**src/rtl/verify_tx.sv**
```systemverilog
// verify_tx: captures the EPROM data bus once per qualified read phase and
// echoes every captured byte out of a UART 8N1 transmitter.
//
// Parameters:
//   CLK_HZ        system clock frequency in Hz
//   BAUD          UART line rate; bit period DIV = CLK_HZ / BAUD cycles
//   SETTLE_CYCLES cycles from the qualified-read edge to the bus sample (>= 1)
//   FIFO_DEPTH    captured-byte buffer depth (power of two, >= 2)
//
// Ports:
//   clk        in   system clock, rising edge
//   rst        in   asynchronous active-low reset
//   rdy        in   read-phase ready from the programmer stage
//   tx_block   in   high while the programmer latches an address
//   bus_in     in   [7:0] EPROM data bus
//   tx_busy    out  byte queued, frame in flight or capture settling
//   txd        out  UART serial output, idle high, registered
//   byte_count out  [10:0] captured bytes, modulo 2048
//   overflow   out  sticky, a captured byte was dropped on a full FIFO
//
// Optional feature: define VERIFY_CHECKSUM_EN to keep a running 8-bit sum of
// captured bytes and transmit it as an extra frame every 2048 captures.
`timescale 1ns/1ps

module verify_tx #(
    parameter int unsigned CLK_HZ        = 50000000,
    parameter int unsigned BAUD          = 115200,
    parameter int unsigned SETTLE_CYCLES = 5,
    parameter int unsigned FIFO_DEPTH    = 4
) (
    input  logic        clk,
    input  logic        rst,
    input  logic        rdy,
    input  logic        tx_block,
    input  logic [7:0]  bus_in,
    output logic        tx_busy,
    output logic        txd,
    output logic [10:0] byte_count,
    output logic        overflow
);

    localparam int unsigned DIV   = CLK_HZ / BAUD;
    localparam int unsigned DIV_W = (DIV > 1) ? $clog2(DIV) : 1;
    localparam int unsigned SET_W = $clog2(SETTLE_CYCLES + 1);
    localparam int unsigned PTR_W = (FIFO_DEPTH > 1) ? $clog2(FIFO_DEPTH) : 1;

    localparam logic [PTR_W:0]     FULL_LVL  = (PTR_W + 1)'(FIFO_DEPTH);
    localparam logic [DIV_W-1:0]   TICK_LAST = DIV_W'(DIV - 1);
    localparam logic [SET_W-1:0]   SETTLE_LD = SET_W'(SETTLE_CYCLES);

    typedef enum logic [1:0] {S_IDLE, S_START, S_DATA, S_STOP} tx_state_t;

    // ---------------- capture ----------------
    logic             q, q_d, armed;
    logic             settle_act;
    logic [SET_W-1:0] settle_cnt;
    logic             push;

    assign q = rdy & ~tx_block;

    // armed stays low until q has been seen low after reset, so a read phase
    // already in progress at reset release is not mistaken for a fresh edge.
    always_ff @(posedge clk or negedge rst) begin
        if (!rst) begin
            q_d        <= 1'b0;
            armed      <= 1'b0;
            settle_act <= 1'b0;
            settle_cnt <= '0;
        end else begin
            q_d <= q;
            if (!q) armed <= 1'b1;
            if (settle_act) begin
                if (!q || settle_cnt == SET_W'(1)) settle_act <= 1'b0;
                else                               settle_cnt <= settle_cnt - SET_W'(1);
            end else if (q && !q_d && armed) begin
                settle_act <= 1'b1;
                settle_cnt <= SETTLE_LD;
            end
        end
    end

    assign push = settle_act & q & (settle_cnt == SET_W'(1));

    // ---------------- FIFO ----------------
    logic [7:0]       mem [FIFO_DEPTH];
    logic [PTR_W-1:0] wr_ptr, rd_ptr;
    logic [PTR_W:0]   fill;
    logic             fifo_empty, fifo_full, push_ok, pop;

    assign fifo_empty = (fill == '0);
    assign fifo_full  = (fill == FULL_LVL);
    // A pop in the same cycle frees the slot, so a full FIFO still accepts.
    assign push_ok    = push & (~fifo_full | pop);

    always_ff @(posedge clk) begin
        if (push_ok) mem[wr_ptr] <= bus_in;
    end

    always_ff @(posedge clk or negedge rst) begin
        if (!rst) begin
            wr_ptr     <= '0;
            rd_ptr     <= '0;
            fill       <= '0;
            byte_count <= '0;
            overflow   <= 1'b0;
        end else begin
            if (push_ok) wr_ptr <= wr_ptr + PTR_W'(1);
            if (pop)     rd_ptr <= rd_ptr + PTR_W'(1);
            case ({push_ok, pop})
                2'b10:   fill <= fill + (PTR_W + 1)'(1);
                2'b01:   fill <= fill - (PTR_W + 1)'(1);
                default: fill <= fill;
            endcase
            if (push) byte_count <= byte_count + 11'd1;
            if (push && !push_ok) overflow <= 1'b1;
        end
    end

    // ---------------- transmit source select ----------------
    logic       src_valid;
    logic [7:0] src_data;
    logic       load;

`ifdef VERIFY_CHECKSUM_EN
    logic [7:0] run_sum, cks_val;
    logic       cks_pend;

    // The 2048th byte is folded into the latched value, not the new sum.
    always_ff @(posedge clk or negedge rst) begin
        if (!rst) begin
            run_sum  <= '0;
            cks_val  <= '0;
            cks_pend <= 1'b0;
        end else begin
            if (load && cks_pend) cks_pend <= 1'b0;
            if (push) begin
                if (byte_count == 11'h7FF) begin
                    cks_val  <= run_sum + bus_in;
                    cks_pend <= 1'b1;
                    run_sum  <= '0;
                end else begin
                    run_sum <= run_sum + bus_in;
                end
            end
        end
    end

    assign src_valid = cks_pend | ~fifo_empty;
    assign src_data  = cks_pend ? cks_val : mem[rd_ptr];
    assign pop       = load & ~cks_pend;
`else
    assign src_valid = ~fifo_empty;
    assign src_data  = mem[rd_ptr];
    assign pop       = load;
`endif

    // ---------------- serializer ----------------
    tx_state_t        state, state_nx;
    logic [DIV_W-1:0] tick, tick_nx;
    logic [2:0]       bit_idx, bit_nx;
    logic [7:0]       shreg, sh_nx;
    logic             txd_nx;
    logic             tick_wrap;

    assign tick_wrap = (tick == TICK_LAST);

    always_ff @(posedge clk or negedge rst) begin
        if (!rst) begin
            state   <= S_IDLE;
            tick    <= '0;
            bit_idx <= '0;
            shreg   <= '0;
            txd     <= 1'b1;
        end else begin
            state   <= state_nx;
            tick    <= tick_nx;
            bit_idx <= bit_nx;
            shreg   <= sh_nx;
            txd     <= txd_nx;
        end
    end

    always_comb begin
        state_nx = state;
        tick_nx  = tick + DIV_W'(1);
        bit_nx   = bit_idx;
        sh_nx    = shreg;
        txd_nx   = txd;
        load     = 1'b0;
        case (state)
            S_IDLE: begin
                tick_nx = '0;
                txd_nx  = 1'b1;
                if (src_valid) begin
                    load     = 1'b1;
                    sh_nx    = src_data;
                    txd_nx   = 1'b0;
                    state_nx = S_START;
                end
            end
            S_START: begin
                if (tick_wrap) begin
                    tick_nx  = '0;
                    bit_nx   = '0;
                    txd_nx   = shreg[0];
                    state_nx = S_DATA;
                end
            end
            S_DATA: begin
                if (tick_wrap) begin
                    tick_nx = '0;
                    if (bit_idx == 3'd7) begin
                        txd_nx   = 1'b1;
                        state_nx = S_STOP;
                    end else begin
                        bit_nx = bit_idx + 3'd1;
                        sh_nx  = shreg >> 1;
                        txd_nx = shreg[1];
                    end
                end
            end
            S_STOP: begin
                if (tick_wrap) begin
                    tick_nx  = '0;
                    state_nx = S_IDLE;
                end
            end
            default: state_nx = S_IDLE;
        endcase
    end

`ifdef VERIFY_CHECKSUM_EN
    assign tx_busy = src_valid | (state != S_IDLE) | settle_act;
`else
    assign tx_busy = ~fifo_empty | (state != S_IDLE) | settle_act;
`endif

endmodule

```
**config.mk**
```make
export PLATFORM = sky130hd
export DESIGN_NAME = verify_tx
export DESIGN_NICKNAME = d
export VERILOG_FILES = /design/src/rtl/verify_tx.sv
export SDC_FILE = /design/constraint.sdc
export NUM_CORES = 1
export LEC_CHECK = 0
export ABC_CLOCK_PERIOD_IN_PS = 7200
export CAP_MARGIN = 10
export CORE_MARGIN = 5
export CORE_UTILIZATION = 60
export DETAILED_ROUTE_END_ITERATION = 7
export GPL_ROUTABILITY_DRIVEN = 0
export PLACE_DENSITY_LB_ADDON = 0.05
export SLEW_MARGIN = 20
export SYNTH_ARGS = -nofsm -noshare
export SYNTH_HDL_FRONTEND = slang
export SYNTH_SLANG_ARGS = --single-unit
```
**constraint.sdc**
```tcl
create_clock -name clk -period 7.2 [get_ports clk]
set_clock_uncertainty 0.15 [all_clocks]
set_input_delay 2.16 -clock clk [delete_from_list [all_inputs] [get_ports clk]]
set_output_delay 2.16 -clock clk [all_outputs]
set_load 0.01 [all_outputs]
```
After elaboration in Yosys (flattened, before gate mapping)
Memory sizes are Yosys's and may differ from the RTL's.
Index checks and enable logic that the tools add are counted.
- reduce and logical (&&, ||, !) cells: 21
- add/sub/neg operators: 8
- bitwise gates (word level): 10
- equality and inequality tests: 16
- muxes and demuxes: 32
- operator list (operator ; number):
    $mux W8 ; 3
    $mux W3 ; 6
    $pmux W9 S2 ; 1
    $pmux W8 S2 ; 1
    $ne A2 B2 Y1 const B ; 7
    $pmux W3 S2 ; 2
    $add A11 B1 Y11 const B ; 1
    $mux W1 ; 11
    $mux W2 ; 5
    $reduce_bool A2 Y1 ; 5
    $add A9 B1 Y9 const B ; 1
    $eq A9 B9 Y1 const B ; 1
    $mux W9 ; 1
    $pmux W2 S4 ; 1
    $reduce_and A4 Y1 ; 2
    $add A3 B1 Y3 const B ; 2
    $eq A2 B2 Y1 const B ; 3
    $eq A3 B3 Y1 const B ; 2
    $sub A3 B1 Y3 const B ; 2
    $reduce_and A5 Y1 ; 1
    $add A2 B1 Y2 const B ; 2
    $and A1 B1 Y1 ; 4
    $eq A2 B1 Y1 const B ; 2
    $eq A3 B1 Y1 const B ; 1
    12 further kinds ; 20
- memories: 1
- RAM bits: 32
- register bits: 48
- word-level logic and storage cells: 102
- bits of input ports: 12
- output and inout bits: 14
- memories (name ; depth ; width ; read ports ; clocked after memory_dff ; write ports ; line ; text):
    mem ; 4 ; 8 ; 1 ; 0 ; 1 ; 85 ; logic [7:0] mem [FIFO_DEPTH];

Depth between registers and ports, before layout
- depth in word-level cells: 7
- gate-level depth with buffers: 10
- mapped depth without buffers: 9

Least setup slack after synthesis
OpenSTA, ideal clock, no wires.
- kind: input port to flip-flop
- start: input tx_block
- end: register fill[2]
- cell stages on the path: 8
- slack: 3.504 ns
- library setup time: 0.129 ns
- arrival time: 3.417 ns
- cell sequence: and4bb_2 -> nand2_1 -> nand2_1 -> fa_1 -> nand2_1 -> nor2_1 -> a22o_1 -> xor2_1
- word-level cells in the longest chain between the ends: 7
- elaborated cells on any way between the ends: 9
- ends and longest elaborated chain (item ; line ; text):
    start, declared ; 34 ; input logic tx_block,
    $not A1 Y1 * ; 59 ; assign q = rdy & ~tx_block;
    $and A1 B1 Y1 * ; 59 ;
    $and A1 B1 Y1 * (2 in series) ; 82 ; assign push = settle_act & q & (settle_cnt == SET_W'(1));
    $and A1 B1 Y1 * ; 93 ; assign push_ok = push & (~fifo_full | pop);
    $eq A2 B1 Y1 / $eq A2 B2 Y1 (equally long branches) ; 109 ; case ({push_ok, pop})
    $pmux W3 S2 / $reduce_bool A2 Y1 (equally long branches) ; n/a ;
    end signal, assigned ; 110 ; 2'b10: fill <= fill + (PTR_W + 1)'(1);
    end signal, assigned ; 111 ; 2'b01: fill <= fill - (PTR_W + 1)'(1);
    end signal, assigned ; 112 ; default: fill <= fill;
    end, declared ; 87 ; logic [PTR_W:0] fill;
Every way passes the cells marked *; elsewhere a longest branch is shown, timed or not.
A chain may end at the register's enable or synchronous reset.

Worst setup path after layout
- start: register state[0]
- end: output tx_busy
- word-level cells in the longest chain between the ends: 3
- ends and longest elaborated chain (item ; line ; text):
    start, declared ; 158 ; tx_state_t state, state_nx;
    start signal, assigned ; 175 ; state <= state_nx;
    $reduce_bool A2 Y1 ; 235 ; assign tx_busy = ~fifo_empty | (state != S_IDLE) | settle_act;
    $or A1 B1 Y1 (2 in series) ; 235 ;
    end, declared ; 36 ; output logic tx_busy,
Every way passes these cells.

==> flow_summary.toml <==
[grt]
grt_overflow = 0
grt_max_degree = 49
first_global_vias = 2135
grt_pass1_wl_um = 10800
antenna_found_initial = 0
track_usage = 0.166

[clock_tree]
htree_levels = 3
numCtsBuffers = 9
post_cts_buffers = 0
cts_hold_buf = 0
cts_resized = 0
cts-root-buf = "clkbuf_8"
clock_sinks = 80
path_clk_slew_ns = 0.08
cts_tree = "built"
clock_path_buffers = 2
clock_latency_ns = 0.34

[floorplan]
fp.dieArea_um2 = 8080
start_util = 0.610
rows = 29
die_w_um = 89.9
core_area_um2 = 6280
io_pins = 26
die_height_um = 89.9

[power_and_ir_drop]
p_switching_w = 0.000191
clockPowerShare = 0.396
p_comb_frac = 0.039
power_density_nw_per_um2 = 199
p_seq_frac = 0.566
ir_drop_v = 0.000126
p_int_w = 0.000665
leakagePower_nw = 1.76
swShare = 0.223

[placed_design]
preCtsSetupSlack_ns = 2.89
port_buffers = 25
post-dp-hpwl_um = 4550
placed_area_um2 = 4100
dp_cells = 380

[layout]
n_fill_cell = 454
final_area_um2 = 4310
diodes = 0
mostFrequentLayoutCells = "dfrtp_1, edfxtp_1, nand2_1"
multi_input_area_um2 = 1540
layout_commonest_cell = "dfrtp_1"
register_area_um2 = 2160
drive_gt1_frac = 0.154
area_growth_pct = 12.5
final_cell_count_no_fill = 396
final_nets = 343

[sta]
hold_violations = 0
period_needed_ns = 4.59
setup_viol = 0
fin_setup_tns_ns = 0
layout_worst_path_cycle_share = 0.637
drv_slew = 0
rsz0062_at_grt = "no"
fmax_ghz = 0.218
relSlewSlack = 0.575
tightest_slew_ns = 0.637
finalWorstSetupSlack_ns = 2.61

[detailed_routing]
drt-initial-drc-count = 100
drcViolationCount = 0
viasPerCell = 5.58
drtPass1Iterations = 4
wl_um = 6380
num_vias = 2209
ant_nets = 0
wl_per_cell_um = 16.1

[synth]
synth_xor_area_frac = 0.0503
async_flop_share = 0.600
synth_edf_count = 32
yosys-mux-area-fraction = 0.116
yosysTopAreaCell = "dfrtp_1"
post_synth_instance_area_um2 = 3830
synthAdderAreaFrac = 0.0575
synth_compound_area_frac = 0.0487
syn_inst = 288
synthFlopType = "dfrtp_1"
ys_types = 52
yosysWarnings = 0
synth.net_count = 317
synth_seq_cells = 80
avgSynthCellArea_um2 = 13.3
synthTopCellsByArea = "dfrtp_1, edfxtp_1, ha_1"
synthSimpleGateAreaFrac = 0.130
seq_area_frac_synth = 0.565
synth_top_area_share = 0.307
synth_top_family_by_area = "simple AND/OR/NAND/NOR gates"

[setup_path]
end_kind = "output port"
worst_setup_path_start_kind = "flip-flop"
cp.required_ns = 4.89
cp_max_fo = 12
crit_type = "reg -> out"
cp.arrival_ns = 2.28

[min_path]
min-delay-path-class = "reg -> reg"

[run_status]
status = "finished, final reports clean"

[job]
drv_cap = 0
## power groups by stage
stage	clock network, W	registers [W]	logic (W)
3_3_place_gp	0	0.000494	0.0000331
3_5_place_dp	0	0.000494	0.0000338
4_1_cts	0.000344	0.000484	0.0000338
6_report	0.000338	0.000484	0.0000332
5_1_grt	0.000364	0.000485	0.0000387
2_1_floorplan	0	0.000492	0.0000164
## registers in the layout (all words and copies together) (netlist names)
name	flops
armed	1
q_d	1
shreg	8
byte_count	11
mem	32
tick	9
txd	1
rd_ptr	2
settle_act	1
fill	3
overflow	1
settle_cnt	3
state	2
bit_idx	3
wr_ptr	2
## kinds of logic (layout without fill, tap and decap cells)
group / Yosys count / count (layout)
buffers and inverters: 23 / 54
DFF: 80 / 80
xor gates and xnor gates: 22 / 22
muxes: 29 / 29
AOI/OAI and AO/OA: 25 / 25
adders and majority gates: 17 / 17
and+or+nand+nor: 92 / 92
## worst max-delay path, stage by stage (launching register included)
cell	delay [ns]
dfrtp_1	0.41
inv_1	0.12
ha_1	0.43
nand2_1	0.18
or2_2	0.31
clkdlybuf4s50_1	0.49
## per-layer routing
| metal | wire length, um | vias up | GRT usage |
|---|---|---|---|
| met5 | 0 | - | 0 |
| met4 | 96 | 0 | 0.0596 |
| met3 | 260 | 10 | 0.0342 |
| met2 | 2850 | 37 | 0.232 |
| met1 | 3170 | 1084 | 0.255 |
| li1 | - | 1078 | - |
## final cells by class
class / count / share of cell area
Multi-Input combinational cell: 185 / 0.359
Tap cell: 77 / 0.0224
Clock buffer: 11 / 0.0328
Inverter: 13 / 0.0113
Clock inverter: 5 / 0.0151
Timing Repair Buffer: 25 / 0.0575
Sequential cell: 80 / 0.502
## synth_stat cells, types with 2 or more instances
cell and number:
mux2_2 8, ha_1 16, nand3_1 8, and2_1 6
and3_1 2, mux2_4 8, nand4_1 6, nand2b_1 3
nor3_1 5, inv_1 13, buf_6 3, o31ai_1 2
o21ai_0 5, mux4_2 7, nor2b_1 5, nor2_1 19
edfxtp_1 32, a21oi_1 3, or2_2 2, a22o_1 5
nand2_1 25, clkbuf_1 3, xor2_1 11, mux2i_1 4
xnor2_1 11, buf_4 3, dfrtp_1 47, or2_1 2
## worst paths after layout
path	startpoint	to	slack, ns	cells after the start
min in group asynchronous	rst	shreg[7]	1.66	1
max in group asynchronous	rst	fill[2]	4.83	1
worst max-delay path	state[0]	tx_busy	2.61	5
worst min-delay path	byte_count[10]	byte_count[10]	0.32	1
worst max register to register	state[0]	fill[2]	4.68	9
worst min register to register	byte_count[10]	byte_count[10]	0.32	1
## metrics by stage
step                hold WS, ns  total power (W)   util
CTS                       0.321         0.000862  0.686
global route              0.345         0.000888  0.686
floorplan                 0.276         0.000509      -
finish                    0.316         0.000856  0.686
detailed placement        0.300         0.000528  0.653
global placement          0.294         0.000527  0.653
Power figures use the tool's default switching activity.
